### src/rtl/dl_div_if.sv
// Request/result bus between a DLFloat16 divider and its client.
// The master drives start/operands; the slave returns status and the quotient.
interface dl_div_if;
    logic        start;
    logic [15:0] a;
    logic [15:0] b;
    logic        busy;
    logic        done;
    logic [15:0] c_div;
    logic        div_zero;

    modport master (
        output start, a, b,
        input  busy, done, c_div, div_zero
    );

    modport slave (
        input  start, a, b,
        output busy, done, c_div, div_zero
    );
endinterface

### src/rtl/dl_div.sv
// DLFloat16 divider: 11-step restoring mantissa divide, one normalise cycle,
// and a single-cycle path for FFFF / divide-by-zero / zero-dividend operands.
//
// state   | meaning
// IDLE    | waiting for start; operands and specials resolved on the start edge
// DIV     | one restoring quotient bit per cycle, 11 cycles
// NORM    | exponent adjust, overflow/underflow clamp, result registered
// DONE    | done pulse, always back to IDLE
module dl_div (
    input logic     clk,
    input logic     rst,
    dl_div_if.slave bus
);

    localparam logic [1:0] ST_IDLE = 2'd0;
    localparam logic [1:0] ST_DIV  = 2'd1;
    localparam logic [1:0] ST_NORM = 2'd2;
    localparam logic [1:0] ST_DONE = 2'd3;

    logic [1:0]  state_q, state_d;
    logic [10:0] rem_q, rem_d;
    logic [9:0]  div_q, div_d;
    logic [10:0] q_q, q_d;
    logic [3:0]  cnt_q, cnt_d;
    logic        s_q, s_d;
    logic [5:0]  ea_q, ea_d;
    logic [5:0]  eb_q, eb_d;
    logic [15:0] c_div_q, c_div_d;
    logic        div_zero_q, div_zero_d;

    logic        rem_ge;
    logic [10:0] rem_sub;
    logic signed [7:0] e_norm;
    logic [8:0]  frac_norm;

    assign rem_ge  = (rem_q >= {1'b0, div_q});
    assign rem_sub = rem_ge ? (rem_q - {1'b0, div_q}) : rem_q;

    // Quotient lies in [0.5, 2): q[10] tells whether a one-place left shift is needed.
    assign e_norm    = $signed({2'b00, ea_q}) - $signed({2'b00, eb_q})
                     + (q_q[10] ? 8'sd31 : 8'sd30);
    assign frac_norm = q_q[10] ? q_q[9:1] : q_q[8:0];

    always_comb begin
        state_d    = state_q;
        rem_d      = rem_q;
        div_d      = div_q;
        q_d        = q_q;
        cnt_d      = cnt_q;
        s_d        = s_q;
        ea_d       = ea_q;
        eb_d       = eb_q;
        c_div_d    = c_div_q;
        div_zero_d = div_zero_q;

        case (state_q)
            ST_IDLE: begin
                if (bus.start) begin
                    if (bus.a == 16'hFFFF || bus.b == 16'hFFFF) begin
                        c_div_d    = 16'hFFFF;
                        div_zero_d = 1'b0;
                        state_d    = ST_DONE;
                    end else if (bus.b == 16'h0000) begin
                        c_div_d    = 16'hFFFF;
                        div_zero_d = 1'b1;
                        state_d    = ST_DONE;
                    end else if (bus.a == 16'h0000) begin
                        c_div_d    = 16'h0000;
                        div_zero_d = 1'b0;
                        state_d    = ST_DONE;
                    end else begin
                        rem_d   = {2'b01, bus.a[8:0]};
                        div_d   = {1'b1, bus.b[8:0]};
                        q_d     = '0;
                        cnt_d   = '0;
                        s_d     = bus.a[15] ^ bus.b[15];
                        ea_d    = bus.a[14:9];
                        eb_d    = bus.b[14:9];
                        state_d = ST_DIV;
                    end
                end
            end

            ST_DIV: begin
                q_d   = {q_q[9:0], rem_ge};
                rem_d = rem_sub << 1;
                if (cnt_q == 4'd10) begin
                    state_d = ST_NORM;
                end else begin
                    cnt_d = cnt_q + 4'd1;
                end
            end

            ST_NORM: begin
                if (e_norm <= 8'sd0) begin
                    c_div_d = 16'h0000;
                end else if (e_norm == 8'sd63) begin
                    c_div_d = 16'hFFFF;
                end else if (e_norm > 8'sd63) begin
                    c_div_d = s_q ? 16'hFDFE : 16'h7DFE;
                end else begin
                    c_div_d = {s_q, e_norm[5:0], frac_norm};
                end
                div_zero_d = 1'b0;
                state_d    = ST_DONE;
            end

            ST_DONE: begin
                state_d = ST_IDLE;
            end

            default: begin
                state_d = ST_IDLE;
            end
        endcase
    end

    always_ff @(posedge clk or posedge rst) begin
        if (rst) begin
            state_q    <= ST_IDLE;
            rem_q      <= '0;
            div_q      <= '0;
            q_q        <= '0;
            cnt_q      <= '0;
            s_q        <= 1'b0;
            ea_q       <= '0;
            eb_q       <= '0;
            c_div_q    <= '0;
            div_zero_q <= 1'b0;
        end else begin
            state_q    <= state_d;
            rem_q      <= rem_d;
            div_q      <= div_d;
            q_q        <= q_d;
            cnt_q      <= cnt_d;
            s_q        <= s_d;
            ea_q       <= ea_d;
            eb_q       <= eb_d;
            c_div_q    <= c_div_d;
            div_zero_q <= div_zero_d;
        end
    end

    assign bus.busy     = (state_q == ST_DIV) || (state_q == ST_NORM);
    assign bus.done     = (state_q == ST_DONE);
    assign bus.c_div    = c_div_q;
    assign bus.div_zero = div_zero_q;

endmodule

### src/flat_wrapper.sv
// flat-port wrapper written by rule: the top's interface ports become plain ports
module dl_div_flat 
  (clk, rst, bus_start, bus_a, bus_b, bus_busy, bus_done, bus_c_div, bus_div_zero);
  dl_div_if bus_i ();
  input logic clk;
  input logic rst;
  input wire logic [$bits(bus_i.start)-1:0] bus_start;
  input wire logic [$bits(bus_i.a)-1:0] bus_a;
  input wire logic [$bits(bus_i.b)-1:0] bus_b;
  output wire logic [$bits(bus_i.busy)-1:0] bus_busy;
  output wire logic [$bits(bus_i.done)-1:0] bus_done;
  output wire logic [$bits(bus_i.c_div)-1:0] bus_c_div;
  output wire logic [$bits(bus_i.div_zero)-1:0] bus_div_zero;
  assign bus_i.start = bus_start;
  assign bus_i.a = bus_a;
  assign bus_i.b = bus_b;
  assign bus_busy = bus_i.busy;
  assign bus_done = bus_i.done;
  assign bus_c_div = bus_i.c_div;
  assign bus_div_zero = bus_i.div_zero;
  dl_div u_core (.clk(clk), .rst(rst), .bus(bus_i));
endmodule
### config.mk
export PLATFORM = sky130hd
export DESIGN_NAME = dl_div_flat
export DESIGN_NICKNAME = d
export VERILOG_FILES = /design/src/rtl/dl_div_if.sv /design/src/rtl/dl_div.sv /design/src/flat_wrapper.sv
export SDC_FILE = /design/constraint.sdc
export NUM_CORES = 1
export LEC_CHECK = 0
export CAP_MARGIN = 30
export CORE_ASPECT_RATIO = 0.9
export CORE_MARGIN = 2
export CORE_UTILIZATION = 50
export CTS_CLUSTER_DIAMETER = 50
export DETAILED_ROUTE_END_ITERATION = 6
export PLACE_DENSITY = 0.72
export SLEW_MARGIN = 10
export SYNTH_ARGS = -nofsm -noshare
export SYNTH_HDL_FRONTEND = slang
export SYNTH_SLANG_ARGS = --single-unit
### constraint.sdc
create_clock -name clk -period 3 [get_ports clk]
set_input_delay 0.3 -clock clk [delete_from_list [all_inputs] [get_ports clk]]
set_output_delay 0.3 -clock clk [all_outputs]
set_load 0.02 [all_outputs]
# After elaboration in Yosys (flattened, before gate mapping)
# Index checks and enable logic that the tools add are counted.
# Widths: inputs -> output; s select.
# word_totals
latch_bits,0
reg_bits,68
input_bits,35
wordCells,86
ram_bits,0
memories,0
mem_bits_ro,0
output_inout_bits,19
# op_classes
add_sub_neg,4
n_eq_ne,14
mux,39
bitwise,4
n_shift,0
div_mod_pow,0
n_mul,0
magnitude_cmp,3
n_reduce_logical,12
# ops
operator,count
$mux 16,8
$mux 11,8
$pmux 11 s2,2
$eq 16x16->1 const B,2
$logic_not 16->1,2
$pmux 16 s2,1
$mux 4,5
$ge 11x10->1,1
$mux 10,1
$mux 2,5
$ne 2x2->1 const B,5
$reduce_and 5->1,2
$sub 10x10->10,1
$mux 9,1
$add 8x8->8,1
$eq 8x7->1 const B,1
$gt 8x7->1 const B,1
$le 8x1->1 const B,1
$pmux 2 s4,1
$pmux 4 s2,1
$sub 6x6->7,1
$reduce_and 6->1,1
$mux 1,5
$add 4x1->4 const B,1
13 further kinds,18

# Depth between registers and ports, before layout
# Gate-level depths: netlist (run 1).
# depth
depth_word,7
ltp_mapped,13
mapped_depth_nobuf,12

# Least setup slack after synthesis (run 1)
# No wires, ideal clock.
# synth_path
kind,register -> register
from,register u_core.ea_q[0]
to,"register u_core.c_div_q[10], in the netlist u_core.bus.c_div[10]"
path_stages_with_launch,14
arrival_ns,2.636
setup_ns,0.100
t_required_ns,2.900
slack_ns,0.264
synth_period_minus_slack_ns,2.736
path_buffers,1
path_cell_list,dfrtp_1 inv_1 ha_1 inv_1 fa_1 inv_1 ha_1 xnor2_1 nor3b_1 maj3_2 a31oi_1 nor2b_4 clkbuf_8 a311oi_1
# synth_between
elab_chain_cells,7
# synth_rtl
element,line_no,source
start: declaration,dl_div.sv:26,"logic [5:0] ea_q, ea_d;"
start signal: assignment,dl_div.sv:126,ea_q <= '0;
start signal: assignment,dl_div.sv:137,ea_q <= ea_d;
$sub 6x6->7 *,dl_div.sv:40,"assign e_norm = $signed({2'b00, ea_q}) - $signed({2'b00, eb_q})"
$add 8x8->8 *,dl_div.sv:41,+ (q_q[10] ? 8'sd31 : 8'sd30);
$gt 8x7->1,dl_div.sv:99,end else if (e_norm > 8'sd63) begin
$mux 16,dl_div.sv:99,
$mux 16,dl_div.sv:97,end else if (e_norm == 8'sd63) begin
$mux 16 *,dl_div.sv:95,if (e_norm <= 8'sd0) begin
$pmux 16 s2 *,dl_div.sv:56,case (state_q)
end signal: assignment,dl_div.sv:139,c_div_q <= c_div_d;
end: declaration,dl_div.sv:28,"logic [15:0] c_div_q, c_div_d;"
# Every way passes the cells marked *; elsewhere a longest branch is shown, timed or not.
# A chain may end at the register's enable or synchronous reset.

# Worst setup path in the final report (run 1)
# layout_path
from,register u_core.eb_q[0]
to,"register u_core.c_div_q[15], in the netlist u_core.bus.c_div[15]"
# layout_between
elab_chain_cells,7
# layout_rtl
element,line_no,source
start: declaration,dl_div.sv:27,"logic [5:0] eb_q, eb_d;"
start signal: assignment,dl_div.sv:127,eb_q <= '0;
start signal: assignment,dl_div.sv:138,eb_q <= eb_d;
$sub 6x6->7 *,dl_div.sv:40,
$add 8x8->8 *,dl_div.sv:41,
$gt 8x7->1,dl_div.sv:99,
$mux 16,dl_div.sv:99,
$mux 16,dl_div.sv:97,
$mux 16 *,dl_div.sv:95,
$pmux 16 s2 *,dl_div.sv:56,
# Marks and branches as above.

==> results of run 1 <==
-- worst max-delay path by stage --
stage	depth (start not counted)	end
detailed placement	12	u_core.bus.c_div[3]$_DFFE_PP0P_
floorplan	13	u_core.bus.c_div[10]$_DFFE_PP0P_
global route	11	u_core.bus.c_div[15]$_DFFE_PP0P_
finish	11	u_core.bus.c_div[15]$_DFFE_PP0P_
CTS	12	u_core.bus.c_div[3]$_DFFE_PP0P_
global placement	12	u_core.bus.c_div[7]$_DFFE_PP0P_
-- cells by family after synthesis --
group                    share of synthesized area [%]
buffers and inverters                            5.773
multiplexers                                     7.143
AND/OR/NAND/NOR                                  17.84
flip-flops                                       39.65
XOR/XNOR                                         2.828
AO/OA/AOI/OAI                                    18.57
adder cells (fa/ha/maj)                          8.192
-- sequential cells by signal (all words and copies together) (netlist names), 2 cells and up --
name	flops
u_core.cnt_q	4
u_core.state_q	2
u_core.div_q	10
u_core.ea_q	6
u_core.rem_q	11
u_core.bus.c_div	16
u_core.q_q	11
u_core.eb_q	6
-- area by class of cell --
class | count | area share (%)
multi-input cells | 338 | 46.51
inverters | 35 | 2.467
well taps | 119 | 2.795
clock buffers | 12 | 2.725
repair buffers | 73 | 13.08
flip-flops and latches | 68 | 31.95
clock inverters | 4 | 0.4698
-- metrics by stage --
stage | area (um2) | setup TNS (ns) | cells
2_1_floorplan | 4292 | 0 | 460
3_3_place_gp | 4980 | 0 | 628
3_5_place_dp | 4980 | -0.8615 | 628
4_1_cts | 5169 | 0 | 644
5_1_grt | 5326 | -0.1887 | 649
6_report | 5326 | 0 | 649
-- worst max-delay path: stages, from the launching register on --
cell and delay [ns]:
dfrtp_1 0.41, ha_4 0.17, inv_2 0.06, fa_2 0.45, inv_2 0.08, ha_4 0.15
nand3b_1 0.14, mux2i_4 0.28, mux2i_2 0.29, mux2i_1 0.10, or4_4 0.45, a311oi_2 0.24
-- synth_stat cells, types with 5 or more instances --
master	count	area (um2)
dfrtp_1	68	1702
nand2_1	60	225.2
o21ai_0	40	200.2
inv_1	35	131.4
nor2_1	32	120.1
ha_1	24	300.3
mux2i_1	18	180.2
a311oi_1	12	105.1
nand4_1	12	75.07
mux2_2	10	112.6
a21oi_1	9	45.04
nor4_1	9	56.30
buf_2	8	40.04
nand3_1	8	40.04
xnor2_1	8	70.07
o21a_1	7	52.55
clkbuf_1	5	18.77
nor3_1	5	25.02
o221ai_1	5	43.79
-- metal layers --
metal | routed length [um] | GRT usage (%) | vias up | share of wire, %
li1 | - | - | 1787 | -
met1 | 5110 | 33.68 | 1789 | 48
met2 | 5001 | 37.83 | 85 | 47
met3 | 432 | 5.183 | 18 | 4.0
met4 | 165 | 6.419 | 0 | 1.5
met5 | 0 | 0 | - | 0
-- repair_timing --
action	CTS	global route
hold endpoints to repair	0	0
resized for setup	3	24
setup buffers	0	5
pin swaps	0	5
endpoints found under the setup margin	9	14
-- layout by cell type (no fill, tap or decap), types with 5 or more instances in the layout --
master,Yosys,final
o21ai_0,40,40
xnor2_1,8,7
clkbuf_8,2,10
mux2_2,10,10
nor4_1,9,9
inv_1,35,31
nor2_1,32,32
o221ai_1,5,5
buf_4,2,18
nand3_1,8,8
ha_1,24,22
clkdlybuf4s50_1,0,53
a21oi_1,9,9
o21a_1,7,7
dfrtp_1,68,68
nand4_1,12,12
nand2_1,60,60
mux2i_1,18,16
a311oi_2,0,8
nor3_1,5,5
==> results.yml, run 1 <==
clock_network:
  tritoncts: "built"
  numCtsBuffers: 9
  cts_root_buffer: "clkbuf_8"
  clock_latency_ns: 0.34
  cts_num_sinks: 68
  h-tree-depth: 3
  cts_hold_buf: 0
  path_clk_slew_ns: 0.07
  clock_path_buffers: 2
die:
  start_util_pct: 50.80
  rows: 32
  io_pins: 54
  core_area_um2: 8448
  die_x_um: 101.7
  die_h_um: 91.89
  dieArea_um2: 9341
finish:
  syn_to_final_growth_pct: 24.11
  layout.nets: 586
  final_util_pct: 63.05
  n_antenna_cell: 0
  multi_input_area_um2: 2477
  area.sequential_um2: 1702
  drive_gt1_share_pct: 15.09
  num-fill-cells: 687
placement:
  port_buffers: 53
  gp_congestion: 0.8930
  dpl.hpwl_mm: 7.901
  dpl_worst_slack_ns: -0.1519
global_route:
  gr-total-overflow: 0
  grt_pass1_wl_mm: 17.58
  first_global_vias: 3640
  antenna_found_initial: 0
  grt_max_degree: 53
  grt.total_usage_pct: 24.10
synthesis:
  synthFlopType: "dfrtp_1"
  synth_cell_types: 69
  yosysWarningCount: 0
  synth_nets: 521
  ys_ff_latch: 68
  seq_area_frac_synth_pct: 39.65
  avgSynthCellArea_um2: 9.330
  synth_edf_count: 0
  synth_cells: 460
  syn-cell-area_um2: 4292
  async_reset_ff_share_pct: 100.0
routing:
  drt-initial-drc-count: 174
  first_pass_iters: 4
  dr_total_vias: 3679
  ant_nets: 0
  via_per_inst: 5.669
  routedWlPerCell_um: 16.50
  drc: 0
  wirelength_mm: 10.71
critical_path:
  r2r-start: "u_core.eb_q[0]$_DFFE_PP0P_"
  cp_max_fo: 6
  critPathKind: "register to register"
  rr_endpoint: "u_core.bus.c_div[15]$_DFFE_PP0P_"
  rrSetupSlack_ns: 0.10
  worst_ep_arrival_time_ns: 3.15
  cp-start-kind: "register"
  r2r_cells: 11
  cp_data_required_time_ns: 3.25
  critPathCaptureType: "register"
  crit_start: "u_core.eb_q[0]$_DFFE_PP0P_"
sta:
  setup_viol: 0
  maxSlewViolCount: 0
  max-slew-margin-rel_pct: 58.47
  hold_violations: 0
  whs_ns: 0.2661
  period_needed_ns: 2.899
  tightest_slew_ns: 0.6229
  fmax_mhz: 344.9
  finalCritPeriodShare_pct: 96.64
  post-route-worst-setup-slack_ns: 0.1009
  fin_skew_ns: 0.007776
hold_path:
  hold_class: "primary input to asynchronous set/reset pin"
run_status:
  status: "finished clean"
job:
  max_cap_viol_count: 0
Power of run 1 is left out: the tool's default activity adds up to more than one toggle a clock period on the data nets, which glitch-free logic cannot reach.
==> run 2, diff against run 1 <==
- CORE_MARGIN: 2 -> 3
==> results.yml, run 2 (same netlist as run 1, synthesis figures left out) <==
sta:
  period_needed_ns: 2.925
  tightest_slew_ns: 0.6882
  max-slew-margin-rel_pct: 54.05
  fmax_mhz: 341.9
  finalCritPeriodShare_pct: 97.50
  fin_setup_tns_ns: 0
  rsz0062_at_grt: "yes"
  maxSlewViolCount: 0
  fin_skew_ns: 0.005726
  hold_violations: 0
  setup_viol: 0
clock_network:
  cts_hold_buf: 0
  cts_num_sinks: 68
  tritoncts: "built"
  clock_path_buffers: 2
  cts_root_buffer: "clkbuf_8"
  numCtsBuffers: 9
  h-tree-depth: 3
  path_clk_slew_ns: 0.07
  clock_latency_ns: 0.35
global_route:
  grt.total_usage_pct: 22.43
  antenna_found_initial: 0
  gr-total-overflow: 0
  grt_pass1_wl_mm: 17.20
  grt_max_degree: 39
  first_global_vias: 3509
critical_path:
  worst_ep_arrival_time_ns: 3.18
  r2r-start: "u_core.eb_q[0]$_DFFE_PP0P_"
  rr_endpoint: "u_core.bus.c_div[0]$_DFFE_PP0P_"
  cp-start-kind: "register"
  r2r_cells: 11
  worstPathCellList: "ha_2, inv_1, fa_2, inv_2, ha_4, nand3b_1, mux2i_4, mux2i_2, mux2i_1, or4_1, a211oi_1"
  path_buf_inv: 2
  max_stage_delay_ns: 0.52
  rrSetupSlack_ns: 0.08
  cp_data_required_time_ns: 3.25
  endpoint: "u_core.bus.c_div[0]$_DFFE_PP0P_"
  path_delay_family: "adder cells"
  cp_max_fo: 4
  slowest_stage: "or4_1"
  crit_start: "u_core.eb_q[0]$_DFFE_PP0P_"
  critPathKind: "register to register"
  critPathCaptureType: "register"
  cp_num_cells: 11
die:
  die_h_um: 93.89
  core_area_um2: 8184
  dieArea_um2: 9732
  rows: 31
  start_util_pct: 52.44
  io_pins: 54
  die_x_um: 103.7
finish:
  mostFrequentLayoutCells: "dfrtp_1, nand2_1, clkdlybuf4s50_1, o21ai_0, inv_1"
  multi_input_area_um2: 2430
  area.sequential_um2: 1702
  largest_register_ffs: 16
  layout.nets: 588
  syn_to_final_growth_pct: 23.94
  num-fill-cells: 674
  n_antenna_cell: 0
  drive_gt1_share_pct: 13.56
  final_common_cell: "dfrtp_1"
hold_path:
  hold_class: "primary input to asynchronous set/reset pin"
routing:
  via_per_inst: 5.712
  ant_nets: 0
  dr_total_vias: 3690
  drt-initial-drc-count: 247
  routedWlPerCell_um: 16.73
  first_pass_iters: 5
  drc: 0
  wirelength_mm: 10.81
run_status:
  status: "finished clean"
job:
  max_cap_viol_count: 0
placement:
  dpl.hpwl_mm: 8.077
  gp_congestion: 0.9605
  port_buffers: 53
-- run 2: cell type report --
cell class,instances,share of cell area (%)
Multi-Input combinational cell,338,45.68
Sequential cell,68,31.99
Timing Repair Buffer,75,13.55
Tap cell,115,2.705
Clock buffer,11,2.658
Inverter,35,2.470
Clock inverter,4,0.9410
-- run 2: how the worst min path moves through the flow --
stage                                              to                         from
after CTS                 u_core.rem_q[8]$_DFFE_PP0P_                          rst
final                     u_core.cnt_q[3]$_DFFE_PP0P_                          rst
after detailed placement  u_core.div_q[9]$_DFFE_PP0P_  u_core.div_q[9]$_DFFE_PP0P_
after global placement    u_core.div_q[9]$_DFFE_PP0P_  u_core.div_q[9]$_DFFE_PP0P_
after floorplan           u_core.div_q[1]$_DFFE_PP0P_                     bus_b[1]
after global routing      u_core.cnt_q[0]$_DFFE_PP0P_                          rst
-- run 2: through the flow --
step | hold slack (ns) | utilization (%) | std cells | setup WS [ns] | cell area [um2]
final | 0.3662 | 64.99 | 646 | 0.07502 | 5319
after detailed placement | 0.4559 | 61.31 | 628 | -0.1390 | 5017
after global placement | 0.4571 | 61.31 | 628 | 0.08241 | 5017
after floorplan | 0.4168 | - | 460 | 0.2644 | 4292
after CTS | 0.3882 | 63.95 | 643 | 0.02678 | 5234
after global routing | 0.4179 | 64.99 | 646 | -0.04442 | 5319
-- run 2: routing by layer --
| layer | share of wire, % | GRT usage, % |
|---|---|---|
| met3 | 6.3 | 5.086 |
| met2 | 47 | 36.71 |
| met5 | 0 | 0 |
| met1 | 46 | 30.91 |
| met4 | 1.2 | 4.540 |
-- run 2: timing repair --
item | 4_1_cts | 5_1_grt
resized for setup | 4 | 12
setup endpoints to repair | 9 | 13
gates cloned | 0 | 0
pin swaps | 0 | 6
buffers inserted | 0 | 3
Power of run 2 is left out for the same reason.
